<file path="src/rtl/timer_compare_irq.sv">
// timer_compare_irq: 64-bit compare against the live count with sticky status, level irq and auto-reload
module timer_compare_irq #(
  parameter logic [63:0] CMP_RST = 64'hFFFF_FFFF_FFFF_FFFF,
  parameter logic [31:0] PER_RST = 32'h0000_0000
) (
  input  logic        clk,
  input  logic        rst_n,
  input  logic [63:0] cnt,
  input  logic        tcmp0_wr_en,
  input  logic        tcmp1_wr_en,
  input  logic        tper_wr_en,
  input  logic        tctl_wr_en,
  input  logic        tisr_wr_en,
  input  logic [31:0] mask,
  input  logic [31:0] wdata_mask,
  output logic [31:0] tcmp0,
  output logic [31:0] tcmp1,
  output logic [31:0] tper,
  output logic        int_en,
  output logic        ar_en,
  output logic        int_st,
  output logic        tim_int
);
  logic        match, match_q, match_rise, reload;
  logic [63:0] cmp_next;
  assign match      = cnt == {tcmp1, tcmp0};
  assign match_rise = match & ~match_q;
  // any SW write to either compare word suppresses the whole reload, so no word is half-advanced
  assign reload     = ar_en & match_rise & ~tcmp0_wr_en & ~tcmp1_wr_en;
  assign cmp_next   = {tcmp1, tcmp0} + {32'h0, tper};
  assign tim_int    = int_en & int_st;
  always_ff @(posedge clk or negedge rst_n)
    if (!rst_n) begin
      {tcmp1, tcmp0} <= CMP_RST;
      tper           <= PER_RST;
      int_en         <= 1'b0;
      ar_en          <= 1'b0;
      int_st         <= 1'b0;
      match_q        <= 1'b0;
    end else begin
      match_q <= match;
      tcmp0   <= tcmp0_wr_en ? (tcmp0 & ~mask) | wdata_mask : reload ? cmp_next[31:0] : tcmp0;
      tcmp1   <= tcmp1_wr_en ? (tcmp1 & ~mask) | wdata_mask : reload ? cmp_next[63:32] : tcmp1;
      tper    <= tper_wr_en ? (tper & ~mask) | wdata_mask : tper;
      int_en  <= tctl_wr_en ? (int_en & ~mask[0]) | wdata_mask[0] : int_en;
      ar_en   <= tctl_wr_en ? (ar_en & ~mask[1]) | wdata_mask[1] : ar_en;
      int_st  <= match_rise ? 1'b1 : (tisr_wr_en & wdata_mask[0]) ? 1'b0 : int_st;
    end
endmodule

</file>
<file path="config.mk">
export PLATFORM = sky130hd
export DESIGN_NAME = timer_compare_irq
export DESIGN_NICKNAME = d
export VERILOG_FILES = /design/src/rtl/timer_compare_irq.sv
export SDC_FILE = /design/constraint.sdc
export NUM_CORES = 1
export LEC_CHECK = 0
export BUFFER_PORTS_ARGS = -buffer_cell sky130_fd_sc_hd__buf_2
export CAP_MARGIN = 10
export CORE_MARGIN = 2
export CORE_UTILIZATION = 57
export DETAILED_ROUTE_END_ITERATION = 12
export PLACE_DENSITY_LB_ADDON = 0.15
export RECOVER_POWER = 100
export SYNTH_ARGS = -nofsm -noshare
export SYNTH_HDL_FRONTEND = slang
export SYNTH_SLANG_ARGS = --single-unit
export TNS_END_PERCENT = 10
</file>
<file path="constraint.sdc">
create_clock -name clk -period 8.7 [get_ports clk]
set_clock_uncertainty 0.2 [all_clocks]
set_input_delay 0 -clock clk [delete_from_list [all_inputs] [get_ports clk]]
set_output_delay 0 -clock clk [all_outputs]
set_load 0.1 [all_outputs]
</file>
-- Yosys cells after proc, flatten, opt, wreduce, memory -nomap -nowiden
Cells that the tools add are included.
- register bits after elaboration: 100
- bits of input ports: 135
- output and inout port bits: 100
- word-level logic and storage cells: 40
- add/sub/neg operators: 1
- eq/ne operators: 1
- mux-type cells: 6
- bitwise gates (word level): 22
- reductions and logical operators: 3
- operator list (kind ; count):
    2-to-1 mux 32 bit ; 4
    bitwise AND 32 bit ; 3
    bitwise OR 32 bit ; 3
    adder 64 x 32 -> 64 bit ; 1
    equality test 64 bit ; 1
    inverter 32 bit ; 1
    bitwise AND 1 bit ; 8
    nonzero test 2 bit ; 3
    inverter 1 bit ; 5
    2-to-1 mux 1 bit ; 2
    bitwise OR 1 bit ; 2

-- Depth between registers and ports, before layout
Gate-level depths: netlist of the first run.
- depth in word-level cells: 7
- gate-level depth with buffers: 12
- gate-level depth less buffers: 11

-- Least setup slack after synthesis of the first run
OpenSTA, ideal clock, no wires.
- kind: register to register
- from: register tper[8]
- to: register tcmp1[29]
- setup time: 0.065 ns
- arrival: 3.609 ns
- data required time: 8.435 ns
- path slack: 4.825 ns
- cell stages (with the launch flop): 11
- buffers on the path: 0
- clock period less this slack: 3.875 ns
- path through: dfrtp_1 > ha_1 > and3_1 > or2_2 > a2111oi_1 > nand3_1 > a31oi_1 > o21a_1 > nor2_1 > a311o_1 > nand3_1
- longest elaborated chain between the ends: 3
- ends and longest elaborated chain (what ; line ; source):
    start, declared ; 18 ; output logic [31:0] tper,
    start signal, assigned ; 44 ; tper <= tper_wr_en ? (tper & ~mask) | wdata_mask : tper;
    adder 64 x 32 -> 64 bit ; 30 ; assign cmp_next = {tcmp1, tcmp0} + {32'h0, tper};
    2-to-1 mux 32 bit (2 in a row) ; 43 ; tcmp1 <= tcmp1_wr_en ? (tcmp1 & ~mask) | wdata_mask : reload ? cmp_next[63:32] : tcmp1;
    end signal, assigned ; 43 ;
    end, declared ; 17 ; output logic [31:0] tcmp1,
Every way passes these cells. The select of a mux whose other input is x is not followed.
A chain may end at the register's enable or synchronous reset.

-- Worst setup path after layout of the first run
- from: register tcmp0[11]
- to: register tcmp1[30]
- longest elaborated chain between the ends: 6
- elaborated cells between the ends (all ways): 9
- classes of those cells: add/sub (1); eq/ne (1); mux (2); bitwise (4); reduce/logical (1)
- ends and longest elaborated chain (what ; line ; source):
    start, declared ; 16 ; output logic [31:0] tcmp0,
    start signal, assigned ; 42 ; tcmp0 <= tcmp0_wr_en ? (tcmp0 & ~mask) | wdata_mask : reload ? cmp_next[31:0] : tcmp0;
    branches (longest 6 deep; another with adder 64 x 32 -> 64 bit) ; -- ;
Parallel ways; which one is timed is not known. The select of a mux whose other input is x is not followed.

==> results of run 1 <==
==> stage by stage <==
| stage | setup WS, ps | power [mW] | hold slack (ps) |
|---|---|---|---|
| finish | 2802 | 2.031 | 68.58 |
| global route | 2646 | 2.116 | 97.00 |
| CTS | 3732 | 2.030 | 67.25 |
| detailed placement | 4464 | 1.585 | -235.2 |
| global placement | 4574 | 1.581 | -236.5 |
| floorplan | 4825 | 1.369 | -495.6 |
==> area by class of cell <==
class | instances | area share
Clock buffer | 12 | 0.02678
Timing Repair Buffer | 346 | 0.2158
Tap cell | 172 | 0.02163
Clock inverter | 4 | 0.002263
Sequential cell | 100 | 0.2595
Inverter | 39 | 0.01471
Multi-Input combinational cell | 677 | 0.4593
==> worst max-delay path, stage by stage (launching register included) <==
cell and delay [ps]:
sky130_fd_sc_hd__dfstp_1 630, sky130_fd_sc_hd__xnor2_1 200, sky130_fd_sc_hd__nand4_1 120, sky130_fd_sc_hd__dlygate4sd3_1 570
sky130_fd_sc_hd__nor4_1 260, sky130_fd_sc_hd__dlygate4sd3_1 580, sky130_fd_sc_hd__nand4_1 150, sky130_fd_sc_hd__or3_1 540
sky130_fd_sc_hd__a211oi_1 1790, sky130_fd_sc_hd__nand3_1 340, sky130_fd_sc_hd__xor2_1 270, sky130_fd_sc_hd__a21oi_1 160
==> routing by layer <==
metal  up-vias  share of wire
li1       3752              -
met1      3925           0.40
met2       477           0.47
met3        79          0.085
met4         0          0.043
met5         -              0
==> kinds of logic after synthesis <==
kind of cell | synth area share
XOR/XNOR | 0.1395
flip-flops | 0.3460
multiplexers | 0.01743
adder cells (fa/ha/maj) | 0.05632
AND/OR/NAND/NOR | 0.1594
buffers and inverters | 0.04039
AO/OA/AOI/OAI | 0.2410
==> synthesized netlist by cell type, types with 7 or more instances <==
| master | number |
|---|---|
| sky130_fd_sc_hd__a21oi_1 | 116 |
| sky130_fd_sc_hd__xnor2_1 | 87 |
| sky130_fd_sc_hd__nand2_1 | 67 |
| sky130_fd_sc_hd__dfstp_2 | 64 |
| sky130_fd_sc_hd__a211oi_1 | 41 |
| sky130_fd_sc_hd__inv_1 | 39 |
| sky130_fd_sc_hd__dfrtp_1 | 36 |
| sky130_fd_sc_hd__nor2_1 | 35 |
| sky130_fd_sc_hd__a22o_1 | 34 |
| sky130_fd_sc_hd__ha_1 | 32 |
| sky130_fd_sc_hd__xor2_1 | 30 |
| sky130_fd_sc_hd__nand4_1 | 27 |
| sky130_fd_sc_hd__o21ai_0 | 27 |
| sky130_fd_sc_hd__clkbuf_1 | 26 |
| sky130_fd_sc_hd__nand3_1 | 25 |
| sky130_fd_sc_hd__and3_1 | 18 |
| sky130_fd_sc_hd__a21o_1 | 14 |
| sky130_fd_sc_hd__mux2i_1 | 13 |
| sky130_fd_sc_hd__and2_1 | 12 |
| sky130_fd_sc_hd__nor3_1 | 12 |
| sky130_fd_sc_hd__nor2b_1 | 8 |
| sky130_fd_sc_hd__or3_1 | 8 |
| sky130_fd_sc_hd__a31oi_1 | 7 |
| sky130_fd_sc_hd__o21bai_1 | 7 |
==> state kept, by name (all words and copies together), names as in the netlist <==
register,cells
ar_en,1
tper,32
int_st,1
tcmp1,32
tcmp0,32
int_en,1
match_q,1
==> path summary, 6_finish.rpt <==
check	startpoint	endpoint	slack [ps]	cells after the start
min reg2reg	int_st$_DFFE_PN0P_	int_st$_DFFE_PN0P_	300	1
max	tcmp0[11]$_DFFE_PN1P_	tcmp1[30]$_DFFE_PN1P_	2800	11
max in group asynchronous	rst_n	tper[17]$_DFFE_PN0P_	4070	3
max reg2reg	tcmp0[11]$_DFFE_PN1P_	tcmp1[30]$_DFFE_PN1P_	2800	11
min	tcmp0_wr_en	tcmp0[27]$_DFFE_PN1P_	70	3
min in group asynchronous	rst_n	tcmp0[1]$_DFFE_PN1P_	650	2
==> power breakdown <==
group | internal, mW | switching, mW | leakage [nW] | total [mW]
logic | 0.295 | 0.712 | 2.94 | 1.01
registers | 0.542 | 0.0892 | 1.09 | 0.632
clock network | 0.216 | 0.177 | 0.144 | 0.393
==> impl_results.html, run 1 <==
<table>
<tr><th>Metric</th><th>Value</th></tr>
<tr><th colspan="2">Yosys</th></tr>
<tr><td>Portion of synthesized cell area occupied by the leading cell type</td><td>0.2253</td></tr>
<tr><td>Synth Register Bits</td><td>100</td></tr>
<tr><td>Sequential area share after synthesis</td><td>0.3460</td></tr>
<tr><td>Share of flip-flops with an asynchronous set or reset after synthesis</td><td>1.000</td></tr>
<tr><td>Post-synthesis cell type count</td><td>55</td></tr>
<tr><td>Cell Area, Synth</td><td>7465 um2</td></tr>
<tr><td>Biggest area contributors in the synthesized netlist</td><td>sky130_fd_sc_hd__dfstp_2 (23%), sky130_fd_sc_hd__dfrtp_1 (12%), sky130_fd_sc_hd__xnor2_1 (10%)</td></tr>
<tr><td>Post-synth EDFFs</td><td>0</td></tr>
<tr><td>Post-synthesis instance total</td><td>852</td></tr>
<tr><td>Per-instance average area after synthesis</td><td>8.761 um2</td></tr>
<tr><td>Yosys warns</td><td>0</td></tr>
<tr><td>Net count after synthesis</td><td>1020</td></tr>
<tr><td>Top cell type by total area after synthesis</td><td>sky130_fd_sc_hd__dfstp_2</td></tr>
<tr><td>Dominant synthesized flop cell</td><td>sky130_fd_sc_hd__dfstp_2</td></tr>
<tr><th colspan="2">Detailed routing</th></tr>
<tr><td>Via count of the routed design</td><td>8233</td></tr>
<tr><td>Avg Vias per Cell</td><td>6.099</td></tr>
<tr><td>Initial detailed-routing violation count</td><td>807</td></tr>
<tr><td>Sum of routed wire length over all layers</td><td>26500 um</td></tr>
<tr><td>Antenna Violating Nets Remaining</td><td>0</td></tr>
<tr><td>Count of TritonRoute iterations in the first routing pass</td><td>7</td></tr>
<tr><td>DRC violations left</td><td>0</td></tr>
<tr><td>Routed wire length per instance</td><td>19.63 um</td></tr>
<tr><th colspan="2">Timing</th></tr>
<tr><td>Setup repair after global routing missed its margin</td><td>no</td></tr>
<tr><td>Final Max Slew Viols</td><td>148</td></tr>
<tr><td>Highest clock rate</td><td>0.1695 GHz</td></tr>
<tr><td>Total negative setup slack</td><td>0 ps</td></tr>
<tr><td>Final number of setup-violating endpoints</td><td>0</td></tr>
<tr><td>Slew margin rel.</td><td>-1.441</td></tr>
<tr><td>Portion of the clock cycle consumed by the worst path in the final layout</td><td>0.6779</td></tr>
<tr><td>Min Clock Period, post-route</td><td>5898 ps</td></tr>
<tr><td>Worst-Margin Slew</td><td>3661 ps</td></tr>
<tr><td>Final hold violations</td><td>0</td></tr>
<tr><th colspan="2">Global route</th></tr>
<tr><td>Met2 Use GR</td><td>0.6109</td></tr>
<tr><td>Busiest layer in global routing</td><td>met2</td></tr>
<tr><td>Number of antenna violations at the first check in global routing</td><td>0</td></tr>
<tr><td>Met1 track demand over resource</td><td>0.4874</td></tr>
<tr><td>Global-route wire length before repair</td><td>41700 um</td></tr>
<tr><td>Overflow left after global routing</td><td>0</td></tr>
<tr><td>Pin count of the biggest net entering global routing</td><td>69</td></tr>
<tr><td>Met3 Resource Use GR</td><td>0.06274</td></tr>
<tr><td>GR Util All Layers</td><td>0.3757</td></tr>
<tr><td>Number of global-route vias before repair</td><td>7950</td></tr>
<tr><th colspan="2">Worst setup path</th></tr>
<tr><td>CP Max Fanout</td><td>13</td></tr>
<tr><td>Crit path launch type</td><td>flip-flop</td></tr>
<tr><td>Worst Path Required</td><td>8780 ps</td></tr>
<tr><td>Worst EP arrival</td><td>5980 ps</td></tr>
<tr><td>Setup CP Type</td><td>reg -&gt; reg</td></tr>
<tr><td>Crit end category</td><td>flip-flop</td></tr>
<tr><th colspan="2">Finish</th></tr>
<tr><td>Post-route standard cell area excluding fillers</td><td>9951 um2</td></tr>
<tr><td>Count of inserted antenna diode cells</td><td>0</td></tr>
<tr><td>Filler instances</td><td>978</td></tr>
<tr><td>Number of nets in the layout</td><td>1341</td></tr>
<tr><td>Area of the multi-input gates</td><td>4571 um2</td></tr>
<tr><td>Total area of sequential cells</td><td>2582 um2</td></tr>
<tr><td>Final core utilization</td><td>0.7822</td></tr>
<tr><td>Signed area change from the synthesized netlist to the final layout</td><td>33.31%</td></tr>
<tr><td>Fraction of layout cells with a size suffix above 1</td><td>0.1834</td></tr>
<tr><td>Post-layout instance count excluding filler cells</td><td>1350</td></tr>
<tr><td>Most used cells in the layout excluding fill and tap cells</td><td>sky130_fd_sc_hd__buf_2 (132), sky130_fd_sc_hd__a21oi_1 (116), sky130_fd_sc_hd__dlygate4sd3_1 (108)</td></tr>
<tr><td>Most common cell after layout, fill and taps aside</td><td>sky130_fd_sc_hd__buf_2</td></tr>
<tr><th colspan="2">Floorplan</th></tr>
<tr><td>Placeable core area</td><td>12720 um2</td></tr>
<tr><td>Initial Util</td><td>0.5867</td></tr>
<tr><td>Chip width</td><td>118.4 um</td></tr>
<tr><td>Number of top-level pins</td><td>235</td></tr>
<tr><td>Die area</td><td>14030 um2</td></tr>
<tr><td>Number of core rows</td><td>41</td></tr>
<tr><td>Die height</td><td>118.4 um</td></tr>
<tr><th colspan="2">Outcome</th></tr>
<tr><td>Outcome</td><td>finished with violations</td></tr>
<tr><td>Violated checks</td><td>capacitance limit, slew limit</td></tr>
<tr><th colspan="2">Clock network</th></tr>
<tr><td>Clock transition at the registers of the reported paths</td><td>70 ps</td></tr>
<tr><td>CTS tree</td><td>yes</td></tr>
<tr><td>Max clock buf depth</td><td>2</td></tr>
<tr><td>Depth of the CTS H-tree</td><td>3</td></tr>
<tr><td>TritonCTS Buffers</td><td>9</td></tr>
<tr><td>Number of buffers inserted by post-CTS setup repair</td><td>0</td></tr>
<tr><td>CTS hold repair buffers</td><td>108</td></tr>
<tr><td>Clock root buffer</td><td>sky130_fd_sc_hd__clkbuf_16</td></tr>
<tr><td>Post-CTS resize count</td><td>0</td></tr>
<tr><td>Number of clock sinks</td><td>100</td></tr>
<tr><td>Clk Latency, worst-skew pair</td><td>350 ps</td></tr>
<tr><th colspan="2">Place</th></tr>
<tr><td>Final weighted congestion in routability-driven placement</td><td>1.042</td></tr>
<tr><td>Placed cell count</td><td>1226</td></tr>
<tr><td>Total placed instance area</td><td>8733 um2</td></tr>
<tr><td>Post-detailed-placement half-perimeter wirelength</td><td>18410 um</td></tr>
<tr><td>Count of buffers inserted at the top-level ports</td><td>234</td></tr>
<tr><th colspan="2">Pwr</th></tr>
<tr><td>Static leakage</td><td>4.166 nW</td></tr>
<tr><td>Power density normalized to cell area</td><td>204.1 nW/um2</td></tr>
<tr><td>Peak supply drop</td><td>131.5 uV</td></tr>
<tr><th colspan="2">Worst hold path</th></tr>
<tr><td>Kind of path behind the tightest hold check</td><td>in -&gt; reg</td></tr>
<tr><th colspan="2">Flow run</th></tr>
<tr><td>Maximum capacitance violations</td><td>3</td></tr>
</table>
(Power assumes the default switching activity.)
==> run 2, diff against run 1 <==
--- a/config.mk
+++ b/config.mk
@@ -8,7 +8,7 @@
 export BUFFER_PORTS_ARGS = -buffer_cell sky130_fd_sc_hd__buf_2
 export CAP_MARGIN = 10
 export CORE_MARGIN = 2
-export CORE_UTILIZATION = 57
+export CORE_UTILIZATION = 53
 export DETAILED_ROUTE_END_ITERATION = 12
 export PLACE_DENSITY_LB_ADDON = 0.15
 export RECOVER_POWER = 100
==> constraint.sdc (replaced) <==
create_clock -name clk -period 5.7 [get_ports clk]
set_clock_uncertainty 0.2 [all_clocks]
set_input_delay 0 -clock clk [delete_from_list [all_inputs] [get_ports clk]]
set_output_delay 0 -clock clk [all_outputs]
set_load 0.1 [all_outputs]
==> run 2 against run 1 <==
  * The flow still finishes with violations (capacitance limit, slew limit)
  * Global-route usage fell by 3.0 points
  * Final area is 0.69% higher
  * Largest cell class unchanged
  * Die area up 7.3%
==> impl_results.html, run 2 (synthesis results as in run 1) <==
<table>
<tr><th>Metric</th><th>Value</th></tr>
<tr><th colspan="2">Global route</th></tr>
<tr><td>Number of global-route vias before repair</td><td>7636</td></tr>
<tr><td>Pin count of the biggest net entering global routing</td><td>65</td></tr>
<tr><td>Global-route wire length before repair</td><td>39830 um</td></tr>
<tr><td>Number of antenna violations at the first check in global routing</td><td>2</td></tr>
<tr><td>Overflow left after global routing</td><td>0</td></tr>
<tr><td>GR Util All Layers</td><td>0.3459</td></tr>
<tr><th colspan="2">Detailed routing</th></tr>
<tr><td>Via count of the routed design</td><td>8117</td></tr>
<tr><td>Length of routed wiring on met1</td><td>11210 um</td></tr>
<tr><td>Sum of routed wire length over all layers</td><td>26490 um</td></tr>
<tr><td>DRC violations left</td><td>0</td></tr>
<tr><td>Initial detailed-routing violation count</td><td>598</td></tr>
<tr><td>Avg Vias per Cell</td><td>5.942</td></tr>
<tr><td>Routed wire length per instance</td><td>19.39 um</td></tr>
<tr><td>Metal3 WL</td><td>1966 um</td></tr>
<tr><td>WL met2</td><td>12460 um</td></tr>
<tr><td>Antenna Violating Nets Remaining</td><td>0</td></tr>
<tr><td>Topmost layer with routed signal wires</td><td>met4</td></tr>
<tr><td>Count of TritonRoute iterations in the first routing pass</td><td>5</td></tr>
<tr><th colspan="2">Floorplan</th></tr>
<tr><td>Number of top-level pins</td><td>235</td></tr>
<tr><td>Initial Util</td><td>0.5399</td></tr>
<tr><td>Chip width</td><td>122.7 um</td></tr>
<tr><td>Number of core rows</td><td>43</td></tr>
<tr><td>Die area</td><td>15050 um2</td></tr>
<tr><td>Die height</td><td>122.7 um</td></tr>
<tr><td>Placeable core area</td><td>13830 um2</td></tr>
<tr><th colspan="2">Timing</th></tr>
<tr><td>Highest clock rate</td><td>0.1956 GHz</td></tr>
<tr><td>Total negative setup slack</td><td>0 ps</td></tr>
<tr><td>Min Clock Period, post-route</td><td>5114 ps</td></tr>
<tr><td>Final number of setup-violating endpoints</td><td>0</td></tr>
<tr><td>Portion of the clock cycle consumed by the worst path in the final layout</td><td>0.8971</td></tr>
<tr><td>Final hold violations</td><td>0</td></tr>
<tr><td>Worst-Margin Slew</td><td>3222 ps</td></tr>
<tr><td>Slew margin rel.</td><td>-1.148</td></tr>
<tr><td>Final Max Slew Viols</td><td>94</td></tr>
<tr><td>Setup repair after global routing missed its margin</td><td>no</td></tr>
<tr><th colspan="2">Clock network</th></tr>
<tr><td>Clk Latency, worst-skew pair</td><td>370 ps</td></tr>
<tr><td>CTS hold repair buffers</td><td>112</td></tr>
<tr><td>TritonCTS Buffers</td><td>9</td></tr>
<tr><td>Clock root buffer</td><td>sky130_fd_sc_hd__clkbuf_16</td></tr>
<tr><td>Clock transition at the registers of the reported paths</td><td>70 ps</td></tr>
<tr><td>Number of clock sinks</td><td>100</td></tr>
<tr><td>Number of buffers inserted by post-CTS setup repair</td><td>0</td></tr>
<tr><td>CTS tree</td><td>yes</td></tr>
<tr><td>Post-CTS resize count</td><td>0</td></tr>
<tr><td>Depth of the CTS H-tree</td><td>3</td></tr>
<tr><td>Max clock buf depth</td><td>2</td></tr>
<tr><th colspan="2">Worst setup path</th></tr>
<tr><td>Worst Path Required</td><td>5810 ps</td></tr>
<tr><td>Worst reg2reg path depth</td><td>12</td></tr>
<tr><td>R2R Path End</td><td>tcmp1[7]$_DFFE_PN1P_</td></tr>
<tr><td>Worst EP arrival</td><td>5220 ps</td></tr>
<tr><td>Crit end category</td><td>flip-flop</td></tr>
<tr><td>Crit path launch type</td><td>flip-flop</td></tr>
<tr><td>CP Max Fanout</td><td>10</td></tr>
<tr><td>Crit path capture</td><td>tcmp1[7]$_DFFE_PN1P_</td></tr>
<tr><td>Setup CP Type</td><td>reg -&gt; reg</td></tr>
<tr><td>Startpoint of the worst-slack reg-to-reg timing path</td><td>tcmp0[7]$_DFFE_PN1P_</td></tr>
<tr><td>R2r setup slk</td><td>590 ps</td></tr>
<tr><td>Worst Setup SP</td><td>tcmp0[7]$_DFFE_PN1P_</td></tr>
<tr><th colspan="2">Finish</th></tr>
<tr><td>Final core utilization</td><td>0.7246</td></tr>
<tr><td>Total area of sequential cells</td><td>2582 um2</td></tr>
<tr><td>Most used cells in the layout excluding fill and tap cells</td><td>sky130_fd_sc_hd__buf_2 (132), sky130_fd_sc_hd__a21oi_1 (116), sky130_fd_sc_hd__dlygate4sd3_1 (112)</td></tr>
<tr><td>Post-layout instance count excluding filler cells</td><td>1366</td></tr>
<tr><td>Fraction of layout cells with a size suffix above 1</td><td>0.1833</td></tr>
<tr><td>Filler instances</td><td>1100</td></tr>
<tr><td>Largest registers</td><td>tcmp0 x32, tcmp1 x32, tper x32</td></tr>
<tr><td>Area of the multi-input gates</td><td>4572 um2</td></tr>
<tr><td>Signed area change from the synthesized netlist to the final layout</td><td>34.23%</td></tr>
<tr><td>Number of nets in the layout</td><td>1347</td></tr>
<tr><td>Most common cell after layout, fill and taps aside</td><td>sky130_fd_sc_hd__buf_2</td></tr>
<tr><th colspan="2">Place</th></tr>
<tr><td>Count of buffers inserted at the top-level ports</td><td>234</td></tr>
<tr><td>Placed cell count</td><td>1235</td></tr>
<tr><td>Post-detailed-placement half-perimeter wirelength</td><td>18760 um</td></tr>
<tr><td>Final weighted congestion in routability-driven placement</td><td>0.9449</td></tr>
<tr><th colspan="2">Worst hold path</th></tr>
<tr><td>Kind of path behind the tightest hold check</td><td>in -&gt; reg</td></tr>
<tr><th colspan="2">Outcome</th></tr>
<tr><td>Violated checks</td><td>capacitance limit, slew limit</td></tr>
<tr><td>Outcome</td><td>finished with violations</td></tr>
<tr><th colspan="2">Pwr</th></tr>
<tr><td>Power density normalized to cell area</td><td>312.0 nW/um2</td></tr>
<tr><td>Peak supply drop</td><td>251.4 uV</td></tr>
<tr><td>Static leakage</td><td>4.183 nW</td></tr>
<tr><th colspan="2">Flow run</th></tr>
<tr><td>Maximum capacitance violations</td><td>2</td></tr>
</table>
-- run 2: how the worst min path moves through the flow --
stage                start               endpoint  cells past startpoint
2_1_floorplan        rst_n      ar_en$_DFFE_PN0P_                      0
3_3_place_gp         rst_n    tper[1]$_DFFE_PN0P_                      1
3_5_place_dp         rst_n    tper[0]$_DFFE_PN0P_                      1
4_1_cts        tcmp0_wr_en  tcmp0[31]$_DFFE_PN1P_                      3
5_1_grt        tcmp0_wr_en  tcmp0[31]$_DFFE_PN1P_                      3
6_report       tcmp0_wr_en  tcmp0[27]$_DFFE_PN1P_                      3
-- run 2: routing by layer --
layer	up-vias	track usage
met3	58	0.06366
met1	3896	0.4580
li1	3760	-
met2	403	0.5639
met5	-	0
met4	0	0.1272
-- run 2: stage by stage --
| step | total power [mW] | hold WS, ps | worst slack, ps | cell area [um2] |
|---|---|---|---|---|
| 2_1_floorplan | 2.089 | -495.6 | 1825 | 7465 |
| 3_3_place_gp | 2.420 | -188.1 | 1761 | 8751 |
| 3_5_place_dp | 2.426 | -188.5 | 1704 | 8751 |
| 4_1_cts | 3.125 | 64.23 | 952.7 | 10160 |
| 5_1_grt | 3.253 | 85.58 | 398.6 | 10020 |
| 6_report | 3.126 | 77.47 | 586.4 | 10020 |
-- run 2: power breakdown --
part | switching (mW) | leakage [nW] | internal (mW) | total (mW)
clock network | 0.297 | 0.139 | 0.324 | 0.621
registers | 0.137 | 1.09 | 0.828 | 0.965
logic | 1.09 | 2.96 | 0.453 | 1.54
total | 1.52 | 4.18 | 1.61 | 3.13
-- run 2: final cells by class --
class                      instances  share of cell area
inverter                          39             0.01461
tap                              180             0.02248
clock inverter                     4            0.003372
clock buffer                      12             0.02560
timing repair buffer             352              0.2194
multi-input combinational        677              0.4563
antenna                            2           0.0004995
sequential                       100              0.2577
-- run 2: critical path: stages, from the launching register on --
cell and delay, ps:
sky130_fd_sc_hd__dfstp_1 610, sky130_fd_sc_hd__xnor2_1 230, sky130_fd_sc_hd__nand4_1 150, sky130_fd_sc_hd__dlygate4sd3_1 600, sky130_fd_sc_hd__nor4_1 150, sky130_fd_sc_hd__dlygate4sd3_1 570
sky130_fd_sc_hd__nand4_1 150, sky130_fd_sc_hd__or3_1 540, sky130_fd_sc_hd__nor3_1 740, sky130_fd_sc_hd__nand3_1 240, sky130_fd_sc_hd__xor2_1 190, sky130_fd_sc_hd__mux2i_1 120
sky130_fd_sc_hd__dlygate4sd3_1 560
==> run 3, diff against run 2 <==
--- a/config.mk
+++ b/config.mk
@@ -8,7 +8,7 @@
 export BUFFER_PORTS_ARGS = -buffer_cell sky130_fd_sc_hd__buf_2
 export CAP_MARGIN = 10
 export CORE_MARGIN = 2
-export CORE_UTILIZATION = 53
+export CORE_UTILIZATION = 40
 export DETAILED_ROUTE_END_ITERATION = 12
 export PLACE_DENSITY_LB_ADDON = 0.15
 export RECOVER_POWER = 100
==> run 3 against run 2 <==
  * The run still ends with capacitance limit, slew limit left
  * Non-clock buffer count decreased by 6
  * Hold slack improved by 3.9 ps
  * Cell count increased by 3.0%
  * First-iteration DRC count shrank 9.9%
  * Die area rose by 31%
  * Sequential share of layout area rose by 0.081 points
  * Largest cell class unchanged
  * Clock power decreased by 6.9%
  * Count of clock-buffer cells in the layout unchanged
==> impl_results.html, run 3 (synthesis results as in run 1) <==
<table>
<tr><th>Metric</th><th>Value</th></tr>
<tr><th colspan="2">Outcome</th></tr>
<tr><td>Outcome</td><td>finished with violations</td></tr>
<tr><td>Violated checks</td><td>capacitance limit, slew limit</td></tr>
<tr><th colspan="2">Global route</th></tr>
<tr><td>Global-route wire length before repair</td><td>41710 um</td></tr>
<tr><td>Overflow left after global routing</td><td>0</td></tr>
<tr><td>Number of antenna violations at the first check in global routing</td><td>0</td></tr>
<tr><td>Number of global-route vias before repair</td><td>7530</td></tr>
<tr><td>GR Util All Layers</td><td>0.2728</td></tr>
<tr><td>Pin count of the biggest net entering global routing</td><td>65</td></tr>
<tr><th colspan="2">Detailed routing</th></tr>
<tr><td>Avg Vias per Cell</td><td>5.563</td></tr>
<tr><td>Antenna Violating Nets Remaining</td><td>0</td></tr>
<tr><td>Count of TritonRoute iterations in the first routing pass</td><td>5</td></tr>
<tr><td>Routed wire length per instance</td><td>19.56 um</td></tr>
<tr><td>Via count of the routed design</td><td>7827</td></tr>
<tr><td>Initial detailed-routing violation count</td><td>539</td></tr>
<tr><td>Sum of routed wire length over all layers</td><td>27530 um</td></tr>
<tr><td>DRC violations left</td><td>0</td></tr>
<tr><th colspan="2">Clock network</th></tr>
<tr><td>Clock transition at the registers of the reported paths</td><td>70 ps</td></tr>
<tr><td>Number of clock sinks</td><td>100</td></tr>
<tr><td>Post-CTS resize count</td><td>0</td></tr>
<tr><td>Clk Latency, worst-skew pair</td><td>360 ps</td></tr>
<tr><td>Number of buffers inserted by post-CTS setup repair</td><td>0</td></tr>
<tr><td>Clock root buffer</td><td>sky130_fd_sc_hd__clkbuf_16</td></tr>
<tr><td>TritonCTS Buffers</td><td>9</td></tr>
<tr><td>Depth of the CTS H-tree</td><td>3</td></tr>
<tr><td>Max clock buf depth</td><td>2</td></tr>
<tr><td>CTS tree</td><td>yes</td></tr>
<tr><th colspan="2">Pwr</th></tr>
<tr><td>Static leakage</td><td>4.153 nW</td></tr>
<tr><td>Total power</td><td>3.080 mW</td></tr>
<tr><td>Peak supply drop</td><td>161.7 uV</td></tr>
<tr><td>Clock share of power</td><td>0.188</td></tr>
<tr><td>Reg power frac</td><td>0.314</td></tr>
<tr><td>Switching power of the nets</td><td>1.508 mW</td></tr>
<tr><td>Internal power component</td><td>1.572 mW</td></tr>
<tr><td>Part of the power in combinational logic</td><td>0.499</td></tr>
<tr><td>Power density normalized to cell area</td><td>308.4 nW/um2</td></tr>
<tr><td>Switching part of the total</td><td>0.4895</td></tr>
<tr><th colspan="2">Flow run</th></tr>
<tr><td>Maximum capacitance violations</td><td>2</td></tr>
<tr><th colspan="2">Worst setup path</th></tr>
<tr><td>Crit end category</td><td>flip-flop</td></tr>
<tr><td>Kind of cell adding the most delay to the critical path</td><td>simple AND/OR/NAND/NOR gates</td></tr>
<tr><td>Crit path launch type</td><td>flip-flop</td></tr>
<tr><td>Crit path depth</td><td>12</td></tr>
<tr><td>Critical path buffer and inverter count</td><td>3</td></tr>
<tr><td>Setup CP Type</td><td>reg -&gt; reg</td></tr>
<tr><td>Worst Path Required</td><td>5780 ps</td></tr>
<tr><td>Worst EP arrival</td><td>5090 ps</td></tr>
<tr><td>Cell breakdown of the critical path</td><td>xnor2_1 &gt; nand4_1 &gt; dlygate4sd3_1 &gt; nor4_1 &gt; dlygate4sd3_1 &gt; nand4_1 &gt; or3_1 &gt; a211oi_1 &gt; buf_4 &gt; and2_1 &gt; nor2_1 &gt; or3_1</td></tr>
<tr><td>R2r setup slk</td><td>680 ps</td></tr>
<tr><td>Standard cell with the maximum stage delay on the critical path</td><td>sky130_fd_sc_hd__a211oi_1</td></tr>
<tr><td>Crit path largest cell delay</td><td>760 ps</td></tr>
<tr><td>CP Max Fanout</td><td>10</td></tr>
<tr><td>Worst reg2reg path depth</td><td>12</td></tr>
<tr><th colspan="2">Timing</th></tr>
<tr><td>Final number of setup-violating endpoints</td><td>0</td></tr>
<tr><td>Portion of the clock cycle consumed by the worst path in the final layout</td><td>0.8799</td></tr>
<tr><td>Worst-Margin Slew</td><td>2880 ps</td></tr>
<tr><td>Min Clock Period, post-route</td><td>5016 ps</td></tr>
<tr><td>Total negative setup slack</td><td>0 ps</td></tr>
<tr><td>Final hold violations</td><td>0</td></tr>
<tr><td>Setup repair after global routing missed its margin</td><td>no</td></tr>
<tr><td>Final Max Slew Viols</td><td>86</td></tr>
<tr><td>Highest clock rate</td><td>0.1994 GHz</td></tr>
<tr><td>Slew margin rel.</td><td>-0.9200</td></tr>
<tr><th colspan="2">Place</th></tr>
<tr><td>Count of buffers inserted at the top-level ports</td><td>234</td></tr>
<tr><td>Post-detailed-placement half-perimeter wirelength</td><td>20540 um</td></tr>
<tr><td>Total placed instance area</td><td>8812 um2</td></tr>
<tr><td>Final weighted congestion in routability-driven placement</td><td>0.9161</td></tr>
<tr><th colspan="2">Finish</th></tr>
<tr><td>Post-route standard cell area excluding fillers</td><td>9988 um2</td></tr>
<tr><td>Most used cells in the layout excluding fill and tap cells</td><td>sky130_fd_sc_hd__buf_2 (132), sky130_fd_sc_hd__a21oi_1 (116), sky130_fd_sc_hd__clkbuf_1 (107)</td></tr>
<tr><td>Filler instances</td><td>1779</td></tr>
<tr><td>Final core utilization</td><td>0.5504</td></tr>
<tr><td>Number of nets in the layout</td><td>1341</td></tr>
<tr><td>Fraction of layout cells with a size suffix above 1</td><td>0.1834</td></tr>
<tr><td>Signed area change from the synthesized netlist to the final layout</td><td>33.81%</td></tr>
<tr><td>Largest registers</td><td>tcmp0 x32, tcmp1 x32, tper x32</td></tr>
<tr><td>Most common cell after layout, fill and taps aside</td><td>sky130_fd_sc_hd__buf_2</td></tr>
<tr><td>Count of inserted antenna diode cells</td><td>0</td></tr>
<tr><th colspan="2">Floorplan</th></tr>
<tr><td>Chip width</td><td>140.6 um</td></tr>
<tr><td>Initial Util</td><td>0.4113</td></tr>
<tr><td>Number of top-level pins</td><td>235</td></tr>
<tr><td>Placeable core area</td><td>18150 um2</td></tr>
<tr><td>Number of core rows</td><td>49</td></tr>
<tr><td>Die area</td><td>19770 um2</td></tr>
<tr><td>Die height</td><td>140.6 um</td></tr>
<tr><th colspan="2">Worst hold path</th></tr>
<tr><td>Worst hold stages</td><td>3</td></tr>
<tr><td>Kind of path behind the tightest hold check</td><td>in -&gt; reg</td></tr>
</table>
[run 3: metrics by stage]
step / hold slack (ps) / setup WS (ps) / std cells
global placement: -124.6 / 1827 / 1284
global route: 104.8 / 435.5 / 1407
floorplan: -495.6 / 1825 / 852
finish: 81.41 / 684.4 / 1407
CTS: 41.74 / 1068 / 1406
detailed placement: -129.3 / 1674 / 1284
[run 3: path summary, 6_finish.rpt]
check / start / endpoint
max in group asynchronous: rst_n / tper[18]$_DFFE_PN0P_
min in group asynchronous: rst_n / tper[1]$_DFFE_PN0P_
hold reg to reg: int_st$_DFFE_PN0P_ / int_st$_DFFE_PN0P_
setup reg to reg: tcmp1[9]$_DFFE_PN1P_ / tcmp1[28]$_DFFE_PN1P_
setup / recovery: tcmp1[9]$_DFFE_PN1P_ / tcmp1[28]$_DFFE_PN1P_
hold / removal: tcmp0_wr_en / tcmp0[31]$_DFFE_PN1P_
[run 3: metal layers]
| metal | GRT usage | vias to the layer above | routed length, um |
|---|---|---|---|
| li1 | - | 3759 | - |
| met1 | 0.3779 | 3730 | 12750 |
| met2 | 0.4447 | 303 | 12610 |
| met3 | 0.03567 | 35 | 1513 |
| met4 | 0.08789 | 0 | 660 |
| met5 | 0 | - | 0 |
[run 3: final cells by class]
class | instances | area [um2] | share of cell area
repair buffers | 346 | 2140 | 0.2142
clock inverters | 4 | 26.28 | 0.002631
inverters | 39 | 146.4 | 0.01466
clock buffers | 12 | 236.5 | 0.02368
well taps | 229 | 286.5 | 0.02869
multi-input cells | 677 | 4571 | 0.4576
flip-flops and latches | 100 | 2582 | 0.2585
[run 3: tightest hold or removal path: cells and delay by family]
kind / cells / cell delay, ps
buffers and inverters: 2 / 420
multiplexers: 1 / 200
[run 3: what timing repair did]
item	4_1_cts	5_1_grt
endpoints found under the hold margin	149	0
endpoints found under the setup margin	0	0
hold buffers	106	0
[run 3: power by group through the flow]
stage / sequential, mW / combinational (mW) / clock (mW)
final: 0.966 / 1.54 / 0.578
after global routing: 0.978 / 1.63 / 0.620
after CTS: 0.961 / 1.55 / 0.590
after detailed placement: 0.972 / 1.47 / 0
after global placement: 0.972 / 1.47 / 0
after floorplan: 1.51 / 0.582 / 0
